[config.mk]
export PLATFORM = sky130hd
export DESIGN_NAME = pcie_axi_req_bridge
export DESIGN_NICKNAME = d
export VERILOG_FILES = /design/src/rtl/pcie_axi_req_bridge.sv
export SDC_FILE = /design/constraint.sdc
export NUM_CORES = 1
export LEC_CHECK = 0
export ABC_AREA = 1
export BUFFER_PORTS_ARGS = -buffer_cell sky130_fd_sc_hd__buf_2
export CAP_MARGIN = 10
export CELL_PAD_IN_SITES_DETAIL_PLACEMENT = 0
export CELL_PAD_IN_SITES_GLOBAL_PLACEMENT = 1
export CORE_AREA = 2 2 333 335
export DETAILED_ROUTE_END_ITERATION = 12
export DIE_AREA = 0 0 335 337
export PLACE_DENSITY = 0.54
export SLEW_MARGIN = 20
export SYNTH_ARGS = -nofsm -noshare
export SYNTH_HDL_FRONTEND = slang
export SYNTH_SLANG_ARGS = --single-unit
[constraint.sdc]
create_clock -name clk -period 1.9 [get_ports clk]
set_input_delay 0.38 -clock clk [delete_from_list [all_inputs] [get_ports clk]]
set_output_delay 0.38 -clock clk [all_outputs]
set_load 0.03 [all_outputs]
[src/rtl/pcie_axi_req_bridge.sv]
// Bridges the PCIe sub-controller's single-outstanding RdRq/WrRq interface onto
// single-beat AXI4 master transactions, returning one-cycle completion pulses.
module pcie_axi_req_bridge #(
    parameter int              ID_W   = 4,
    parameter logic [ID_W-1:0] AXI_ID = '0
) (
    input  logic            clk,
    input  logic            rst_n,

    input  logic            RdRqValid,
    input  logic [63:0]     RdRqAddr,
    output logic [127:0]    RdRqData,
    output logic            RdRqReady,
    output logic            RdRqErr,

    input  logic            WrRqValid,
    input  logic [63:0]     WrRqAddr,
    input  logic [127:0]    WrRqData,
    output logic            WrRqReady,
    output logic            WrRqErr,

    output logic [ID_W-1:0] m_arid,
    output logic [63:0]     m_araddr,
    output logic [7:0]      m_arlen,
    output logic [2:0]      m_arsize,
    output logic [1:0]      m_arburst,
    output logic            m_arvalid,
    input  logic            m_arready,

    input  logic [ID_W-1:0] m_rid,
    input  logic [127:0]    m_rdata,
    input  logic [1:0]      m_rresp,
    input  logic            m_rlast,
    input  logic            m_rvalid,
    output logic            m_rready,

    output logic [ID_W-1:0] m_awid,
    output logic [63:0]     m_awaddr,
    output logic [7:0]      m_awlen,
    output logic [2:0]      m_awsize,
    output logic [1:0]      m_awburst,
    output logic            m_awvalid,
    input  logic            m_awready,

    output logic [127:0]    m_wdata,
    output logic [15:0]     m_wstrb,
    output logic            m_wlast,
    output logic            m_wvalid,
    input  logic            m_wready,

    input  logic [ID_W-1:0] m_bid,
    input  logic [1:0]      m_bresp,
    input  logic            m_bvalid,
    output logic            m_bready
);

    typedef enum logic [2:0] {
        IDLE    = 3'd0,
        RD_ADDR = 3'd1,
        RD_DATA = 3'd2,
        RD_DONE = 3'd3,
        WR_REQ  = 3'd4,
        WR_RESP = 3'd5,
        WR_DONE = 3'd6
    } state_t;

    state_t        r_state,     w_state;
    logic [63:0]   r_araddr,    w_araddr;
    logic          r_arvalid,   w_arvalid;
    logic          r_rready,    w_rready;
    logic [127:0]  r_rdData,    w_rdData;
    logic          r_rdReady,   w_rdReady;
    logic          r_rdErr,     w_rdErr;
    logic          r_rdErrAcc,  w_rdErrAcc;
    logic          r_firstBeat, w_firstBeat;
    logic [63:0]   r_awaddr,    w_awaddr;
    logic          r_awvalid,   w_awvalid;
    logic [127:0]  r_wdata,     w_wdata;
    logic          r_wvalid,    w_wvalid;
    logic          r_bready,    w_bready;
    logic          r_wrReady,   w_wrReady;
    logic          r_wrErr,     w_wrErr;
    logic          w_rBeatErr;
    logic          w_bErr;

    // A read beat is bad on a non-OKAY response, a foreign ID, or any beat
    // beyond the single one we asked for (signalled by rlast arriving late).
    assign w_rBeatErr = (m_rresp != 2'b00) | (m_rid != AXI_ID) | ~m_rlast;
    assign w_bErr     = (m_bresp != 2'b00) | (m_bid != AXI_ID);

    always_comb begin
        w_state     = r_state;
        w_araddr    = r_araddr;
        w_arvalid   = r_arvalid;
        w_rready    = r_rready;
        w_rdData    = r_rdData;
        w_rdReady   = 1'b0;
        w_rdErr     = 1'b0;
        w_rdErrAcc  = r_rdErrAcc;
        w_firstBeat = r_firstBeat;
        w_awaddr    = r_awaddr;
        w_awvalid   = r_awvalid;
        w_wdata     = r_wdata;
        w_wvalid    = r_wvalid;
        w_bready    = r_bready;
        w_wrReady   = 1'b0;
        w_wrErr     = 1'b0;

        case (r_state)
            IDLE: begin
                if (RdRqValid) begin
                    w_araddr  = RdRqAddr;
                    w_arvalid = 1'b1;
                    w_state   = RD_ADDR;
                end else if (WrRqValid) begin
                    w_awaddr  = WrRqAddr;
                    w_wdata   = WrRqData;
                    w_awvalid = 1'b1;
                    w_wvalid  = 1'b1;
                    w_state   = WR_REQ;
                end
            end
            RD_ADDR: begin
                if (m_arready) begin
                    w_arvalid   = 1'b0;
                    w_rready    = 1'b1;
                    w_firstBeat = 1'b1;
                    w_rdErrAcc  = 1'b0;
                    w_state     = RD_DATA;
                end
            end
            RD_DATA: begin
                if (m_rvalid && r_rready) begin
                    w_firstBeat = 1'b0;
                    w_rdErrAcc  = r_rdErrAcc | w_rBeatErr;
                    if (r_firstBeat) begin
                        w_rdData = m_rdata;
                    end
                    if (m_rlast) begin
                        w_rready  = 1'b0;
                        w_rdReady = 1'b1;
                        w_rdErr   = r_rdErrAcc | w_rBeatErr;
                        w_state   = RD_DONE;
                    end
                end
            end
            RD_DONE: begin
                w_rdErrAcc = 1'b0;
                w_state    = IDLE;
            end
            WR_REQ: begin
                // AW and W complete independently; B is only opened once both have gone.
                w_awvalid = r_awvalid & ~m_awready;
                w_wvalid  = r_wvalid & ~m_wready;
                if (!w_awvalid && !w_wvalid) begin
                    w_bready = 1'b1;
                    w_state  = WR_RESP;
                end
            end
            WR_RESP: begin
                if (m_bvalid) begin
                    w_bready  = 1'b0;
                    w_wrReady = 1'b1;
                    w_wrErr   = w_bErr;
                    w_state   = WR_DONE;
                end
            end
            WR_DONE: begin
                w_state = IDLE;
            end
            default: begin
                w_state = IDLE;
            end
        endcase
    end

    always_ff @(posedge clk or negedge rst_n) begin
        if (!rst_n) begin
            r_state     <= IDLE;
            r_araddr    <= '0;
            r_arvalid   <= 1'b0;
            r_rready    <= 1'b0;
            r_rdData    <= '0;
            r_rdReady   <= 1'b0;
            r_rdErr     <= 1'b0;
            r_rdErrAcc  <= 1'b0;
            r_firstBeat <= 1'b0;
            r_awaddr    <= '0;
            r_awvalid   <= 1'b0;
            r_wdata     <= '0;
            r_wvalid    <= 1'b0;
            r_bready    <= 1'b0;
            r_wrReady   <= 1'b0;
            r_wrErr     <= 1'b0;
        end else begin
            r_state     <= w_state;
            r_araddr    <= w_araddr;
            r_arvalid   <= w_arvalid;
            r_rready    <= w_rready;
            r_rdData    <= w_rdData;
            r_rdReady   <= w_rdReady;
            r_rdErr     <= w_rdErr;
            r_rdErrAcc  <= w_rdErrAcc;
            r_firstBeat <= w_firstBeat;
            r_awaddr    <= w_awaddr;
            r_awvalid   <= w_awvalid;
            r_wdata     <= w_wdata;
            r_wvalid    <= w_wvalid;
            r_bready    <= w_bready;
            r_wrReady   <= w_wrReady;
            r_wrErr     <= w_wrErr;
        end
    end

    assign RdRqData  = r_rdData;
    assign RdRqReady = r_rdReady;
    assign RdRqErr   = r_rdErr;
    assign WrRqReady = r_wrReady;
    assign WrRqErr   = r_wrErr;

    assign m_arid    = AXI_ID;
    assign m_araddr  = r_araddr;
    assign m_arlen   = 8'd0;
    assign m_arsize  = 3'b100;
    assign m_arburst = 2'b01;
    assign m_arvalid = r_arvalid;
    assign m_rready  = r_rready;

    assign m_awid    = AXI_ID;
    assign m_awaddr  = r_awaddr;
    assign m_awlen   = 8'd0;
    assign m_awsize  = 3'b100;
    assign m_awburst = 2'b01;
    assign m_awvalid = r_awvalid;

    assign m_wdata   = r_wdata;
    assign m_wstrb   = 16'hFFFF;
    assign m_wlast   = 1'b1;
    assign m_wvalid  = r_wvalid;
    assign m_bready  = r_bready;

endmodule

# Word level (Yosys, flattened, before mapping)

Cells that the tools add are included.

Mux-type cells: 36
Reduce and logical (&&, ||, !) cells: 24
Eq/ne operators: 14
Bitwise logic cells: 10

Operators with widths:

| operator             | number |
|---|---|
| $mux W1              | 21 |
| $mux W3              | 7 |
| $reduce_and A3 Y1    | 7 |
| $ne A2 B2 Y1 const B | 8 |
| $pmux W3 S5          | 1 |
| $pmux W1 S2          | 6 |
| $reduce_bool A2 Y1   | 6 |
| $reduce_bool A4 Y1   | 2 |
| $eq A3 B2 Y1 const B | 2 |
| $eq A3 B3 Y1 const B | 2 |
| $reduce_and A6 Y1    | 1 |
| $not A1 Y1           | 4 |
| $or A1 B1 Y1         | 4 |
| $reduce_and A4 Y1    | 1 |
| $eq A3 B1 Y1 const B | 1 |
| $logic_not A3 Y1     | 1 |
| $ne A3 B3 Y1 const B | 1 |
| $pmux W1 S3          | 1 |
| $reduce_bool A3 Y1   | 1 |
| $and A1 B1 Y1        | 2 |
| $logic_and A1 B1 Y1  | 2 |
| $logic_not A1 Y1     | 2 |
| $reduce_and A2 Y1    | 1 |

Register bits after elaboration: 398
Output and inout bits: 444
Logic and storage cells: 100

# Logic depth before layout (Yosys ltp)

Gate-level depths: netlist (run 1).

Depth after elaboration: 7
Depth in mapped cells: 9
Gate-level depth less buffers: 9

# Worst setup path before layout (run 1)

OpenSTA, ideal clock, no wires.

Path kind: register to register
From: register r_state[2]
To: register r_rdData[101] (netlist: RdRqData[101])
Setup time: 0.121 ns
Arrival: 1.320 ns
Slack: 0.459 ns
Cell stages (with the launch flop): 9
Buffers on the path: 2
Cell sequence: dfrtp_1 nor2_2 nand2_2 inv_2 nand4_4 buf_4 buf_4 nand2_1 o21ai_1

Word-level cells in the longest chain between the ends: 2

Ends and longest elaborated chain:

| what                               | RTL line | RTL |
|---|---|---|
| start: declaration                 | 67       | `state_t r_state, w_state;` |
| start signal: assignment           | 196      | `r_state <= w_state;` |
| $eq A3 B2 Y1                       | 109      | `case (r_state)` |
| $reduce_and A3 Y1 (no source line) | n/a      |  |
| end signal: assignment             | 200      | `r_rdData <= w_rdData;` |
| end: declaration                   | 71       | `logic [127:0] r_rdData, w_rdData;` |

No other way between the ends.
A chain may end at the register's enable or synchronous reset.

# Worst setup path in the final report (run 1)

From: register r_state[0]
To: register r_wdata[25] (netlist: m_wdata[25])

Word-level cells in the longest chain between the ends: 2

Ends and longest elaborated chain:

| what                               | RTL line | RTL |
|---|---|---|
| $logic_not A3 Y1                   | 109      |  |
| $reduce_and A3 Y1 (no source line) | n/a      |  |
| end signal: assignment             | 207      | `r_wdata <= w_wdata;` |
| end: declaration                   | 78       | `logic [127:0] r_wdata, w_wdata;` |

No other way between the ends.

==> results of run 1 <==
==> layout make-up <==
type / count / share of cell area, %
clock inverters: 12 / 0.5586
inverters: 340 / 4.709
well taps: 1426 / 6.583
multi-input cells: 957 / 15.34
flip-flops and latches: 398 / 36.75
repair buffers: 1210 / 30.16
clock buffers: 83 / 5.867
diodes: 3 / 0.02770
==> flip-flops by register name, indices dropped and copies added (netlist names), 3 cells and up <==
register,cells
RdRqData,128
m_wdata,128
m_araddr,64
m_awaddr,64
r_state,3
==> power by group through the flow <==
stage	Clock [mW]	Combinational (mW)	Sequential (mW)
5_1_grt	10.9	19.8	14.4
4_1_cts	10.5	18.6	14.0
6_report	10.0	18.3	13.9
3_3_place_gp	0	18.0	14.0
2_1_floorplan	0	4.48	20.9
3_5_place_dp	0	18.0	14.0
==> cells in the mapped netlist <==
cell type,count
nand2_1,476
dfrtp_1,398
inv_1,338
o21ai_1,292
nand3_1,72
buf_2,60
buf_4,54
o21ai_0,31
nor2_1,18
buf_6,14
clkbuf_1,14
a21oi_1,5
nand4_1,3
conb_1,2
inv_2,2
nand2_2,2
a21boi_0,1
nand3_2,1
nand4_4,1
nor2_2,1
nor2_4,1
nor4_1,1
o211ai_1,1
==> stage by stage <==
stage | area (um2) | worst slack (ns)
2_1_floorplan | 16300 | 0.4591
3_3_place_gp | 21840 | 0.2055
3_5_place_dp | 21840 | 0.1902
4_1_cts | 27100 | 0.09678
5_1_grt | 27100 | 0.01704
6_report | 27100 | 0.1119
==> final timing paths <==
path | from | endpoint | slack (ns)
worst min-delay path | WrRqData[44] | m_wdata[44]$_DFFE_PN0P_ | 0.06
worst max register to register | r_state[0]$_DFFE_PN0P_ | m_wdata[25]$_DFFE_PN0P_ | 0.11
min in group asynchronous | rst_n | m_awaddr[31]$_DFFE_PN0P_ | 0.26
worst min register to register | m_araddr[52]$_DFFE_PN0N_ | m_araddr[52]$_DFFE_PN0N_ | 0.46
max in group asynchronous | rst_n | m_wvalid$_DFFE_PN0P_ | 0.93
worst max-delay path | r_state[0]$_DFFE_PN0P_ | m_wdata[25]$_DFFE_PN0P_ | 0.11
==> cell families (layout without fill, tap and decap cells) <==
kind of cell	count (synthesis)	after routing	synth area share, %
buf+inv	482	1645	13.60
simple gates	576	576	14.28
compound gates	330	330	10.28
flops	398	398	61.80
other cells	2	54	0.04660
==> critical path: stages, from the launching register on <==
cell	delay, ns
dfrtp_1	0.43
inv_2	0.11
nand2_2	0.09
nor2_4	0.19
nand3_4	0.13
buf_12	0.18
buf_4	0.28
nand2_1	0.09
o21ai_1	0.06
==> per-layer routing <==
| metal | vias up | track usage [%] | share of wire, % |
|---|---|---|---|
| met2 | 548 | 18.33 | 48 |
| met4 | 4 | 3.225 | 2.5 |
| li1 | 7710 | - | - |
| met1 | 6930 | 13.09 | 42 |
| met3 | 88 | 3.761 | 8.2 |
| met5 | - | 0 | 0.042 |
==> repair_timing <==
item                      4_1_cts  5_1_grt
hold endpoints to repair      496        0
setup buffers                   0        0
hold buffers                  351        0
gates resized for setup         0        0
==> summary.txt, run 1 <==
Outcome
  • Status: completed

Layout
  • Core Util, Final: 24.73%
  • Area Overhead vs Synth: 68.17%
  • Most frequent cells in the layout: buf_2 (797), nand2_1 (475), dfrtp_1 (398), dlygate4sd3_1 (351), inv_1 (338)
  • Fin nets: 3365
  • Sequential Area: 0.009960 mm2
  • Layout cells sized above 1: 31.57%
  • Fillers: 12090
  • Most common cell after layout, fill and taps aside: buf_2
  • Footprint of the multi-input gates: 0.004159 mm2
  • Post-route insts no fill: 4429

STA
  • Crit share post-route: 94.11%
  • Final setup fails: 0
  • Setup TNS: 0 ns
  • Slew Limit Fails: 0
  • RSZ-0062 raised after global routing: no
  • Max Freq: 559.3 MHz
  • Clock Skew: 0.01728 ns
  • Hold_ws: 0.05753 ns
  • Fin. Hold Viols: 0
  • Crit path time final: 1.788 ns

Power and ir drop
  • PD cells: 1558 mW/mm2
  • Gate power share: 43.2%
  • Int Pwr: 23.39 mW
  • Switching power: 18.82 mW
  • Max IR drop VDD: 0.0007003 V
  • Final Total Pwr: 42.22 mW
  • Clk network pwr share: 23.8%
  • Static leakage: 15.05 nW
  • Switching share of power: 44.59%
  • Sequential share of power: 33.0%

Floorplanning
  • Number of cell rows: 122
  • DIE AREA: 0.1129 mm2
  • # IOs: 850
  • Initial Util: 14.71%
  • Core area: 0.1096 mm2
  • Die Wd: 335 um
  • Die Height: 337 um

Global route
  • Overall Global Routing Usage: 10.90%
  • Via count of the first global-routing pass: 15450
  • First-pass GRT wire length: 94270 um
  • GRT Residual Overflow: 0
  • Antenna violations before repair: 5
  • Largest net degree at the start of global routing: 69

Yosys
  • Cells after synthesis: 1788
  • Synth Area per Inst: 9.014 um2
  • Yosys Warn Count: 0
  • Share of the synthesized area in the top cell type: 61.80%
  • Largest area contributor in the netlist: dfrtp_1
  • Post-synthesis register bit count: 398
  • Main area contributors after synthesis: dfrtp_1 (62%), nand2_1 (11%), o21ai_1 (9.1%)
  • Post-synthesis cell type count: 23
  • Mapped Area: 0.01612 mm2
  • Register area share after synthesis: 61.80%

CTS
  • CTS HTree Levels: 2
  • Total clock sinks: 398
  • TritonCTS clock tree: done
  • Num CTS Buffers: 52
  • Clk Latency, worst-skew pair: 0.61 ns
  • Clock slew at reported path FFs: 0.06 ns
  • CTS root buf: clkbuf_16
  • Max Root-Sink Buffers: 3

Detailed routing
  • Detailed Route Iter0 Violations: 545
  • Routed len/inst: 14.63 um
  • Total iterations of the first detailed-routing run: 5
  • Drt via density: 3.450
  • Post-route ant nets: 0
  • DRC: 0
  • WL final: 64810 um
  • Vias post-DR: 15280

Critical path
  • CP Capture Type: flip-flop
  • Critical Path RT: 2.37 ns
  • CP Launch Type: flip-flop
  • CP Class: reg -> reg
  • CP arrival: 2.26 ns
  • CP max FO: 39
  • Reg2Reg Depth: 8

Worst hold path
  • Worst Hold Class: in -> reg
  • Worst hold path stage count: 3

Placed design
  • Routability Congestion: 0.7516
  • I/O Buffers: 798
  • Hpwl dp: 49190 um
  • Dpl cells: 3980

Job
  • Max Cap Viol: 0
(Power assumes the default switching activity.)
==> run 2: changes to the inputs <==
--- a/config.mk
+++ b/config.mk
@@ -10,10 +10,10 @@
 export CAP_MARGIN = 10
 export CELL_PAD_IN_SITES_DETAIL_PLACEMENT = 0
 export CELL_PAD_IN_SITES_GLOBAL_PLACEMENT = 1
-export CORE_AREA = 2 2 333 335
+export CORE_AREA = 2 2 330 332
 export DETAILED_ROUTE_END_ITERATION = 12
-export DIE_AREA = 0 0 335 337
-export PLACE_DENSITY = 0.54
+export DIE_AREA = 0 0 332 334
+export PLACE_DENSITY = 0.56
 export SLEW_MARGIN = 20
 export SYNTH_ARGS = -nofsm -noshare
 export SYNTH_HDL_FRONTEND = slang
==> constraint.sdc (replaced) <==
create_clock -name clk -period 1.55 [get_ports clk]
set_input_delay 0.31 -clock clk [delete_from_list [all_inputs] [get_ports clk]]
set_output_delay 0.31 -clock clk [all_outputs]
set_load 0.03 [all_outputs]
==> summary.txt, run 2 (synthesized netlist as in run 1, its figures left out) <==
Floorplanning
  • Initial Util: 14.95% (was 14.71%)
  • Die Wd: 332 um (was 335 um)
  • Number of cell rows: 121 (was 122)
  • Core area: 0.1078 mm2 (was 0.1096 mm2)
  • DIE AREA: 0.1109 mm2 (was 0.1129 mm2)
  • Die Height: 334 um (was 337 um)
  • # IOs: 850 (unchanged)

CTS
  • Total clock sinks: 398 (unchanged)
  • Clk Latency, worst-skew pair: 0.59 ns (was 0.61 ns)
  • CTS root buf: clkbuf_16 (unchanged)
  • Max Root-Sink Buffers: 3 (unchanged)
  • TritonCTS clock tree: done (unchanged)
  • CTS HTree Levels: 2 (unchanged)
  • Clock slew at reported path FFs: 0.06 ns (about the same)
  • Num CTS Buffers: 49 (was 52)

Global route
  • First-pass GRT wire length: 97140 um (was 94270 um)
  • GRT Residual Overflow: 0 (unchanged)
  • Antenna violations before repair: 10 (was 5)
  • Largest net degree at the start of global routing: 143 (was 69)
  • Via count of the first global-routing pass: 16160 (was 15450)
  • Overall Global Routing Usage: 11.32% (was 10.90%)

Outcome
  • Failing checks: setup timing
  • Status: finished, violations left (was completed)

Placed design
  • I/O Buffers: 798 (unchanged)
  • Routability Congestion: 0.7715 (was 0.7516)
  • Hpwl dp: 49390 um (was 49190 um)

STA
  • Final setup fails: 25 (was 0)
  • Slew Limit Fails: 0 (unchanged)
  • Clock Skew: 0.01065 ns (was 0.01728 ns)
  • Fin. Hold Viols: 0 (unchanged)
  • Setup TNS: -0.2130 ns (was 0 ns)
  • Final WS setup: -0.02310 ns (was 0.1119 ns)
  • Max Freq: 635.7 MHz (was 559.3 MHz)
  • RSZ-0062 raised after global routing: yes (was no)
  • Crit share post-route: 101.5% (was 94.11%)
  • Hold_ws: 0.03351 ns (was 0.05753 ns)
  • Crit path time final: 1.573 ns (was 1.788 ns)

Layout
  • Footprint of the multi-input gates: 0.004250 mm2 (was 0.004159 mm2)
  • Most frequent cells in the layout: buf_2 (648), nand2_1 (452), dfrtp_1 (392), dlygate4sd3_1 (381), inv_1 (337) (was buf_2 (797), nand2_1 (475), dfrtp_1 (398), dlygate4sd3_1 (351), inv_1 (338))
  • Sequential Area: 0.009967 mm2 (was 0.009960 mm2)
  • Area Overhead vs Synth: 79.22% (was 68.17%)
  • Fin nets: 3431 (was 3365)
  • Most common cell after layout, fill and taps aside: buf_2 (unchanged)
  • Fillers: 11730 (was 12090)
  • Layout cells sized above 1: 33.41% (was 31.57%)

Power and ir drop
  • Max IR drop VDD: 0.001065 V (was 0.0007003 V)
  • Final Total Pwr: 54.98 mW (was 42.22 mW)
  • Static leakage: 15.74 nW (was 15.05 nW)
  • PD cells: 1903 mW/mm2 (was 1558 mW/mm2)

Critical path
  • CP Capture Type: flip-flop (unchanged)
  • CP max-delay cell: dfrtp_2 (was dfrtp_1)
  • Reg2reg setup slack: -0.02 ns (was 0.11 ns)
  • CP arrival: 2.05 ns (was 2.26 ns)
  • Delay of the slowest cell on the worst path: 0.45 ns (was 0.43 ns)
  • CP Launch Type: flip-flop (unchanged)
  • CP max FO: 21 (was 39)
  • CP Class: reg -> reg (unchanged)
  • Critical Path RT: 2.03 ns (was 2.37 ns)
  • CP Cell Sequence: nor2_4 > nand2_2 > inv_2 > nand4_4 > buf_12 > buf_16 > nand2_1 > o21ai_1 (was inv_2 > nand2_2 > nor2_4 > nand3_4 > buf_12 > buf_4 > nand2_1 > o21ai_1)

Detailed routing
  • Detailed Route Iter0 Violations: 581 (was 545)
  • WL final: 68660 um (was 64810 um)
  • Total iterations of the first detailed-routing run: 5 (unchanged)
  • Drt via density: 3.569 (was 3.450)
  • Routed len/inst: 15.30 um (was 14.63 um)
  • Vias post-DR: 16020 (was 15280)
  • DRC: 0 (unchanged)
  • Post-route ant nets: 0 (unchanged)

Worst hold path
  • Worst Hold Class: in -> reg (unchanged)

Job
  • Max Cap Viol: 0 (unchanged)
[run 2: cell types whose count changed in the layout (fill, tap and decap cells not counted), moves of 6 or more]
cell	delta
buf_6	+91
buf_2	-149
buf_16	+8
dfrtp_2	+6
nand2_1	-23
buf_4	+79
o21ai_0	-10
nand2_2	+22
dlygate4sd3_1	+30
clkbuf_1	-6
dfrtp_1	-6
clkbuf_16	+8
[run 2: cell type report]
cell class                 instances  area share (%)
timing repair buffer            1279           33.97
tap                             1414           6.125
multi-input combinational        957           14.72
antenna                            8         0.06931
clock inverter                    17           1.022
sequential                       398           34.51
clock buffer                      74           5.168
inverter                         340           4.418
[run 2: worst paths after layout]
| kind | start | end | cells past startpoint |
|---|---|---|---|
| worst max-delay path | r_state[2]$_DFFE_PN0P_ | RdRqData[53]$_DFFE_PN0P_ | 8 |
| worst min-delay path | m_rdata[86] | RdRqData[86]$_DFFE_PN0P_ | 3 |
| worst max register to register | r_state[2]$_DFFE_PN0P_ | RdRqData[53]$_DFFE_PN0P_ | 8 |
| worst min register to register | m_araddr[19]$_DFFE_PN0N_ | m_araddr[19]$_DFFE_PN0N_ | 2 |
| max in group asynchronous | rst_n | m_wdata[116]$_DFFE_PN0P_ | 4 |
| min in group asynchronous | rst_n | RdRqData[112]$_DFFE_PN0P_ | 2 |
[run 2: critical path, delay by kind of cell (launching register included)]
kind,cells,cell delay [ns]
AND/OR/NAND/NOR,4,0.37
flip-flops,1,0.45
AO/OA/AOI/OAI,1,0.07
buffers and inverters,3,0.47
[run 2: metal layers]
layer / vias to the layer above / GRT usage [%] / wire [um]
li1: 7847 / - / -
met1: 7516 / 13.60 / 29130
met2: 568 / 19.43 / 33230
met3: 82 / 3.491 / 4776
met4: 2 / 3.143 / 1514
met5: - / 0 / 7
[run 2: report_power, final]
group | total [mW] | internal, mW | switching [mW]
Sequential | 17.5 | 14.7 | 2.75
Combinational | 24.8 | 8.69 | 16.1
Clock | 12.7 | 7.96 | 4.70
[run 2: stage by stage]
stage          utilization [%]  worst slack, ns  area (um2)  std cells
3_5_place_dp             20.29        -0.006104       21880       3973
3_3_place_gp             20.29          0.01807       21880       3973
4_1_cts                  26.21         -0.05194       28260       4456
2_1_floorplan                -           0.1091       16300       1837
5_1_grt                  26.79         -0.08882       28870       4483
6_report                 26.80         -0.02310       28880       4487
[run 2: what timing repair did]
action,in CTS,in global routing
pin swaps,0,3
buffers inserted,10,7
endpoints found under the hold margin,640,0
hold buffers,381,0
gates cloned,1,16
resized for setup,232,78
endpoints found under the setup margin,182,393
